File: config.mk
export PLATFORM = sky130hd
export DESIGN_NAME = fp_exc_classifier
export DESIGN_NICKNAME = d
export VERILOG_FILES = /design/src/rtl/fp_exc_pkg.sv /design/src/rtl/fp_exc_skid_buf.sv /design/src/rtl/fp_exc_classifier.sv
export SDC_FILE = /design/constraint.sdc
export NUM_CORES = 1
export LEC_CHECK = 0
export ABC_AREA = 1
export BUFFER_PORTS_ARGS = -buffer_cell sky130_fd_sc_hd__buf_2
export CORE_MARGIN = 1
export CORE_UTILIZATION = 54
export CTS_BUF_LIST = sky130_fd_sc_hd__clkbuf_16
export CTS_CLUSTER_SIZE = 10
export DETAILED_ROUTE_END_ITERATION = 8
export PLACE_DENSITY_LB_ADDON = 0.25
export SLEW_MARGIN = 20
export SYNTH_ARGS = -nofsm -noshare
export SYNTH_HDL_FRONTEND = slang
export SYNTH_SLANG_ARGS = --single-unit
File: constraint.sdc
create_clock -name CLK -period 3.2 [get_ports CLK]
set_input_delay 0.32 -clock CLK [delete_from_list [all_inputs] [get_ports CLK]]
set_output_delay 0.32 -clock CLK [all_outputs]
set_load 0.01 [all_outputs]
File: src/rtl/fp_exc_pkg.sv
// Shared types and the IEEE-754 field classifier for the operand classifier block.
package fp_exc_pkg;

  localparam int MAX_EXP_W = 11;
  localparam int MAX_MAN_W = 52;

  typedef enum logic [2:0] {
    NONE    = 3'd0,
    ZERO    = 3'd1,
    SUBNORM = 3'd2,
    INF     = 3'd3,
    QNAN    = 3'd4,
    SNAN    = 3'd5
  } exc_code_e;

  typedef enum logic [1:0] {
    EMPTY = 2'd0,
    ONE   = 2'd1,
    FULL  = 2'd2
  } buf_state_e;

  // exp/man arrive zero-extended; exp_w/man_w give the real field widths.
  function automatic exc_code_e classify(input logic [MAX_EXP_W-1:0] exp,
                                         input logic [MAX_MAN_W-1:0] man,
                                         input int exp_w,
                                         input int man_w);
    logic [MAX_EXP_W-1:0] emask;
    logic [MAX_MAN_W-1:0] shifted;
    logic                 exp_ones;
    logic                 exp_zero;
    logic                 man_zero;
    logic                 man_msb;
    emask = '0;
    for (int i = 0; i < MAX_EXP_W; i++) begin
      if (i < exp_w) emask[i] = 1'b1;
    end
    shifted  = man >> (man_w - 1);
    exp_ones = ((exp & emask) == emask);
    exp_zero = ((exp & emask) == '0);
    man_zero = (man == '0);
    man_msb  = shifted[0];
    if (exp_ones && man_zero)      return INF;
    else if (exp_ones && man_msb)  return QNAN;
    else if (exp_ones)             return SNAN;
    else if (exp_zero && man_zero) return ZERO;
    else if (exp_zero)             return SUBNORM;
    else                           return NONE;
  endfunction

endpackage

File: src/rtl/fp_exc_skid_buf.sv
// Two-entry valid/ready skid buffer with a registered in_ready; exposes its FSM state.
module fp_exc_skid_buf
  import fp_exc_pkg::*;
#(
  parameter int PW = 8
) (
  input  logic          clk,
  input  logic          rst,
  input  logic [PW-1:0] in_payload,
  input  logic          in_valid,
  output logic          in_ready,
  output logic [PW-1:0] out_payload,
  input  logic          out_ready,
  output buf_state_e    state
);

  // Handshake: a beat moves when valid & ready are both high at a rising edge;
  // in_ready depends only on registered state, never on in_valid/out_ready.
  buf_state_e    state_d;
  logic [PW-1:0] tail;
  logic          push;
  logic          pop;
  logic          load_head_in;
  logic          load_head_tail;
  logic          load_tail;

  assign push = in_valid & in_ready;
  assign pop  = (state != EMPTY) & out_ready;

  always_comb begin
    state_d        = state;
    load_head_in   = 1'b0;
    load_head_tail = 1'b0;
    load_tail      = 1'b0;
    unique case (state)
      EMPTY: begin
        if (push) begin
          state_d      = ONE;
          load_head_in = 1'b1;
        end
      end
      ONE: begin
        if (push && !pop) begin
          state_d   = FULL;
          load_tail = 1'b1;
        end else if (pop && !push) begin
          state_d = EMPTY;
        end else if (push && pop) begin
          load_head_in = 1'b1;
        end
      end
      FULL: begin
        if (pop) begin
          state_d        = ONE;
          load_head_tail = 1'b1;
        end
      end
      default: state_d = EMPTY;
    endcase
  end

  always_ff @(posedge clk or posedge rst) begin
    if (rst) begin
      state    <= EMPTY;
      in_ready <= 1'b0;
    end else begin
      state    <= state_d;
      in_ready <= (state_d != FULL);
    end
  end

  always_ff @(posedge clk or posedge rst) begin
    if (rst) begin
      out_payload <= '0;
      tail        <= '0;
    end else begin
      if (load_head_in)        out_payload <= in_payload;
      else if (load_head_tail) out_payload <= tail;
      if (load_tail)           tail        <= in_payload;
    end
  end

endmodule

File: src/rtl/fp_exc_classifier.sv
// Streaming IEEE-754 operand classifier with sequence tags and a 2-entry skid buffer.
// Optional sticky per-class flags are built when EXC_STICKY_EN is defined.
module fp_exc_classifier
  import fp_exc_pkg::*;
#(
  parameter int EXP_W = 8,
  parameter int MAN_W = 23,
  parameter int TAG_W = 4
) (
  input  logic                   CLK,
  input  logic                   RST,
  input  logic [EXP_W+MAN_W:0]   in_data,
  input  logic                   in_valid,
  output logic                   in_ready,
  output logic [EXP_W+MAN_W:0]   out_data,
  output logic                   out_sign,
  output logic [2:0]             out_exc,
  output logic [TAG_W-1:0]       out_tag,
  output logic                   out_valid,
  input  logic                   out_ready
`ifdef EXC_STICKY_EN
  ,
  output logic [4:0]             sticky_flags,
  input  logic                   sticky_clr
`endif
);

  localparam int DW = 1 + EXP_W + MAN_W;
  localparam int PW = TAG_W + 3 + DW;

  logic [EXP_W-1:0] exp_f;
  logic [MAN_W-1:0] man_f;
  exc_code_e        in_exc;
  logic             accept;
  logic [TAG_W-1:0] tag_cnt;
  logic [PW-1:0]    out_payload;
  buf_state_e       buf_state;

  assign exp_f  = in_data[DW-2:MAN_W];
  assign man_f  = in_data[MAN_W-1:0];
  assign in_exc = classify(MAX_EXP_W'(exp_f), MAX_MAN_W'(man_f), EXP_W, MAN_W);
  assign accept = in_valid & in_ready;

  always_ff @(posedge CLK or posedge RST) begin
    if (RST) tag_cnt <= '0;
    else if (accept) tag_cnt <= tag_cnt + TAG_W'(1);
  end

  fp_exc_skid_buf #(.PW(PW)) u_buf (
    .clk        (CLK),
    .rst        (RST),
    .in_payload ({tag_cnt, in_exc, in_data}),
    .in_valid   (in_valid),
    .in_ready   (in_ready),
    .out_payload(out_payload),
    .out_ready  (out_ready),
    .state      (buf_state)
  );

  assign out_valid = (buf_state != EMPTY);
  assign out_data  = out_payload[DW-1:0];
  assign out_exc   = out_payload[DW+2:DW];
  assign out_tag   = out_payload[PW-1:DW+3];
  assign out_sign  = out_payload[DW-1];

`ifdef EXC_STICKY_EN
  logic [4:0] sticky_set;

  always_comb begin
    sticky_set = '0;
    if (accept) begin
      unique case (in_exc)
        ZERO:    sticky_set[0] = 1'b1;
        SUBNORM: sticky_set[1] = 1'b1;
        INF:     sticky_set[2] = 1'b1;
        QNAN:    sticky_set[3] = 1'b1;
        SNAN:    sticky_set[4] = 1'b1;
        default: sticky_set    = '0;
      endcase
    end
  end

  // A set landing in the same cycle as a clear survives the clear.
  always_ff @(posedge CLK or posedge RST) begin
    if (RST) sticky_flags <= '0;
    else if (sticky_clr) sticky_flags <= sticky_set;
    else sticky_flags <= sticky_flags | sticky_set;
  end
`endif

endmodule

==> impl_metrics.json <==
{
  "status": "complete, no violations",
  "synth_top_cells_by_area": "dfrtp_1 57%, nand2_1 11%, o211ai_1 7.4%",
  "cap_violations": 0,
  "path_buf_inv": 1,
  "synth.most_common_cell": "nand2_1",
  "max_stage_delay_ps": 760,
  "r2r_cells": 4,
  "grt_antenna_before_repair": 0,
  "ctsResizeCount": 0,
  "tns_ps": 0,
  "synth_edf_count": 0,
  "ir_drop_v": 0.000396,
  "die_y_microns": 85.2,
  "root_buffer": "clkbuf_16",
  "routed_wl_microns": 7680,
  "fin_worst_skew_ps": 4.47,
  "gr-usage-met1_pct": 30.8,
  "hold_class": "input pin to asynchronous set/reset pin",
  "setup_viol": 0,
  "hold_viol_final": 0,
  "met2_usage_pct": 38.7,
  "vias": 3006,
  "synth-seq-area-share_pct": 57.0,
  "start_util_pct": 57.5,
  "crit_fanout": 76,
  "crit_path_end_kind": "flop",
  "path_class": "flop to flop",
  "clockBufferDepth": 2,
  "clkSinkCount": 85,
  "hpwl_microns": 5070,
  "ant_nets": 0,
  "grt_pass1_vias": 2885,
  "yosys.area.top_type_share_pct": 57.0,
  "leakage_nw": 2.22,
  "cp_slowest_cell": "clkinv_2",
  "hold_buffers": 0,
  "rows": 29,
  "grt_pass1_wl_microns": 13100,
  "wl_per_cell_microns": 13.6,
  "coreArea_sq_um": 6490,
  "cts_tree": "done",
  "die-area_sq_um": 7250,
  "regToRegStartpoint": "u_buf.state[0]",
  "grt_usage_pct": 23.3,
  "busiest_layer": "met2",
  "postCtsSetupBuffers": 0,
  "power_density_nw_per_um2": 908,
  "crit_family": "buffers and inverters",
  "dr.pass1.iters": 4,
  "worstPathRequired_ps": 3410,
  "area_delta_synth_final_pct": 16.6,
  "tightest_slew_ps": 920,
  "drc": 0,
  "yosysUniqueCellTypes": 20,
  "gp_congestion": 0.893,
  "num-nets-final": 520,
  "die-width_microns": 85.2,
  "synth_common_cells": "105 x nand2_1, 85 x dfrtp_1, 46 x inv_1",
  "synth_area_sq_um": 3730,
  "insertion_delay_ps": 320,
  "fmax_mhz": 456,
  "relSlewSlack_pct": 38.4,
  "rsz0062_at_grt": "false",
  "regToRegEndpoint": "u_buf.tail[7]",
  "synth_nets": 453,
  "cp_cell_sequence": "nand2_1 -> nor3_2 -> clkinv_2 -> o21ai_0",
  "drive_above_1_share_pct": 20.7,
  "yosysWarnings": 0,
  "final_max_slew_viol_count": 0,
  "synthCells": 416,
  "synth_seq_cells": 85,
  "diodes": 0,
  "synth_ff_type": "dfrtp_1",
  "port_buffers": 77,
  "vias_per_cell": 5.32,
  "syn_area_per_cell_sq_um": 8.97,
  "regToRegSetupSlack_ps": 1010,
  "drt_iter0_markers": 231,
  "ys_async_sr_fraction_pct": 100,
  "fin_crit_sh_pct": 68.5,
  "grt_max_degree": 77,
  "min_period_ps": 2190,
  "cts_max_level": 3,
  "met3_usage_pct": 4.38,
  "cp-start-kind": "flop",
  "cts_buffers": 9,
  "yosys.area.top_type": "dfrtp_1",
  "io_pins": 78,
  "worst-endpoint-arrival_ps": 2400,
  "clk_pin_slew_worst_paths_ps": 60,
  "grt_overflow": 0,
  "total_power_w": 0.00395
}
==> layer usage <==
metal | routed length, microns | part of all wire (%) | vias to the layer above
met5 | 0 | 0 | -
met4 | 121 | 1.6 | 0
met3 | 334 | 4.3 | 10
met2 | 3730 | 49 | 76
met1 | 3500 | 46 | 1409
li1 | - | - | 1511
==> cell type report <==
| cell class | count | area, sq um |
|---|---|---|
| inverter | 49 | 186 |
| sequential | 85 | 2130 |
| tap | 77 | 96.3 |
| timing repair buffer | 81 | 415 |
| fill | 553 | 2140 |
| clock buffer | 9 | 225 |
| multi-input combinational | 257 | 1270 |
| clock inverter | 7 | 33.8 |
==> registers in the layout, summed over array words and instances, names as in the netlist <==
signal / flops
u_buf.tail: 39
u_buf.out_payload: 39
u_buf.in_ready: 1
tag_cnt: 4
u_buf.state: 2
==> through the flow <==
stage	utilization, %	hold WS, ps	area, sq um	cells	setup slack [ps]
global placement	63.0	466	4090	549	1150
floorplan	-	449	3730	416	687
detailed placement	63.0	466	4090	549	1080
finish	67.0	145	4350	565	1010
CTS	67.0	194	4350	565	1160
global route	67.0	231	4350	565	732
==> where the power goes <==
part	switching [W]	internal (W)	total [W]
logic	0.000712	0.000506	0.00122
clock network	0.000391	0.000513	0.000903
registers	0.000274	0.00156	0.00183
==> logic make-up (layout without fill, tap and decap cells) <==
kind of cell | after synthesis | after routing | synth area share [%]
AO/OA/AOI/OAI | 80 | 80 | 13.2
XOR/XNOR | 3 | 3 | 0.704
adder cells (fa/ha/maj) | 1 | 1 | 0.335
buffers and inverters | 74 | 146 | 9.08
flip-flops | 85 | 85 | 57.0
AND/OR/NAND/NOR | 173 | 173 | 19.7
==> cells in the final DEF (no fill, tap or decap) <==
master	n
buf_4	4
a21oi_1	3
xor2_1	3
dfrtp_1	85
clkinv_2	5
a31oi_1	1
o211ai_1	37
nor3_2	1
nand3_1	43
o21ai_0	17
nor3_4	1
inv_1	46
ha_1	1
nand2_1	104
nand2_2	1
clkinvlp_4	1
clkinv_1	2
nand4_1	5
nor2_1	18
inv_2	2
buf_2	77
clkbuf_16	9
o21ai_1	22
==> worst max-delay path by stage <==
| stage | startpoint | to | slack (ps) | cells past startpoint |
|---|---|---|---|---|
| after floorplan | RST | tag_cnt[0] | 690 | 1 |
| after global placement | out_ready | u_buf.out_payload[5] | 1150 | 7 |
| after detailed placement | out_ready | u_buf.out_payload[2] | 1080 | 7 |
| after CTS | u_buf.in_ready | u_buf.out_payload[37] | 1160 | 6 |
| after global routing | u_buf.state[0] | u_buf.tail[7] | 730 | 4 |
| final | u_buf.state[0] | u_buf.tail[7] | 1010 | 4 |
(Power assumes the default switching activity.)
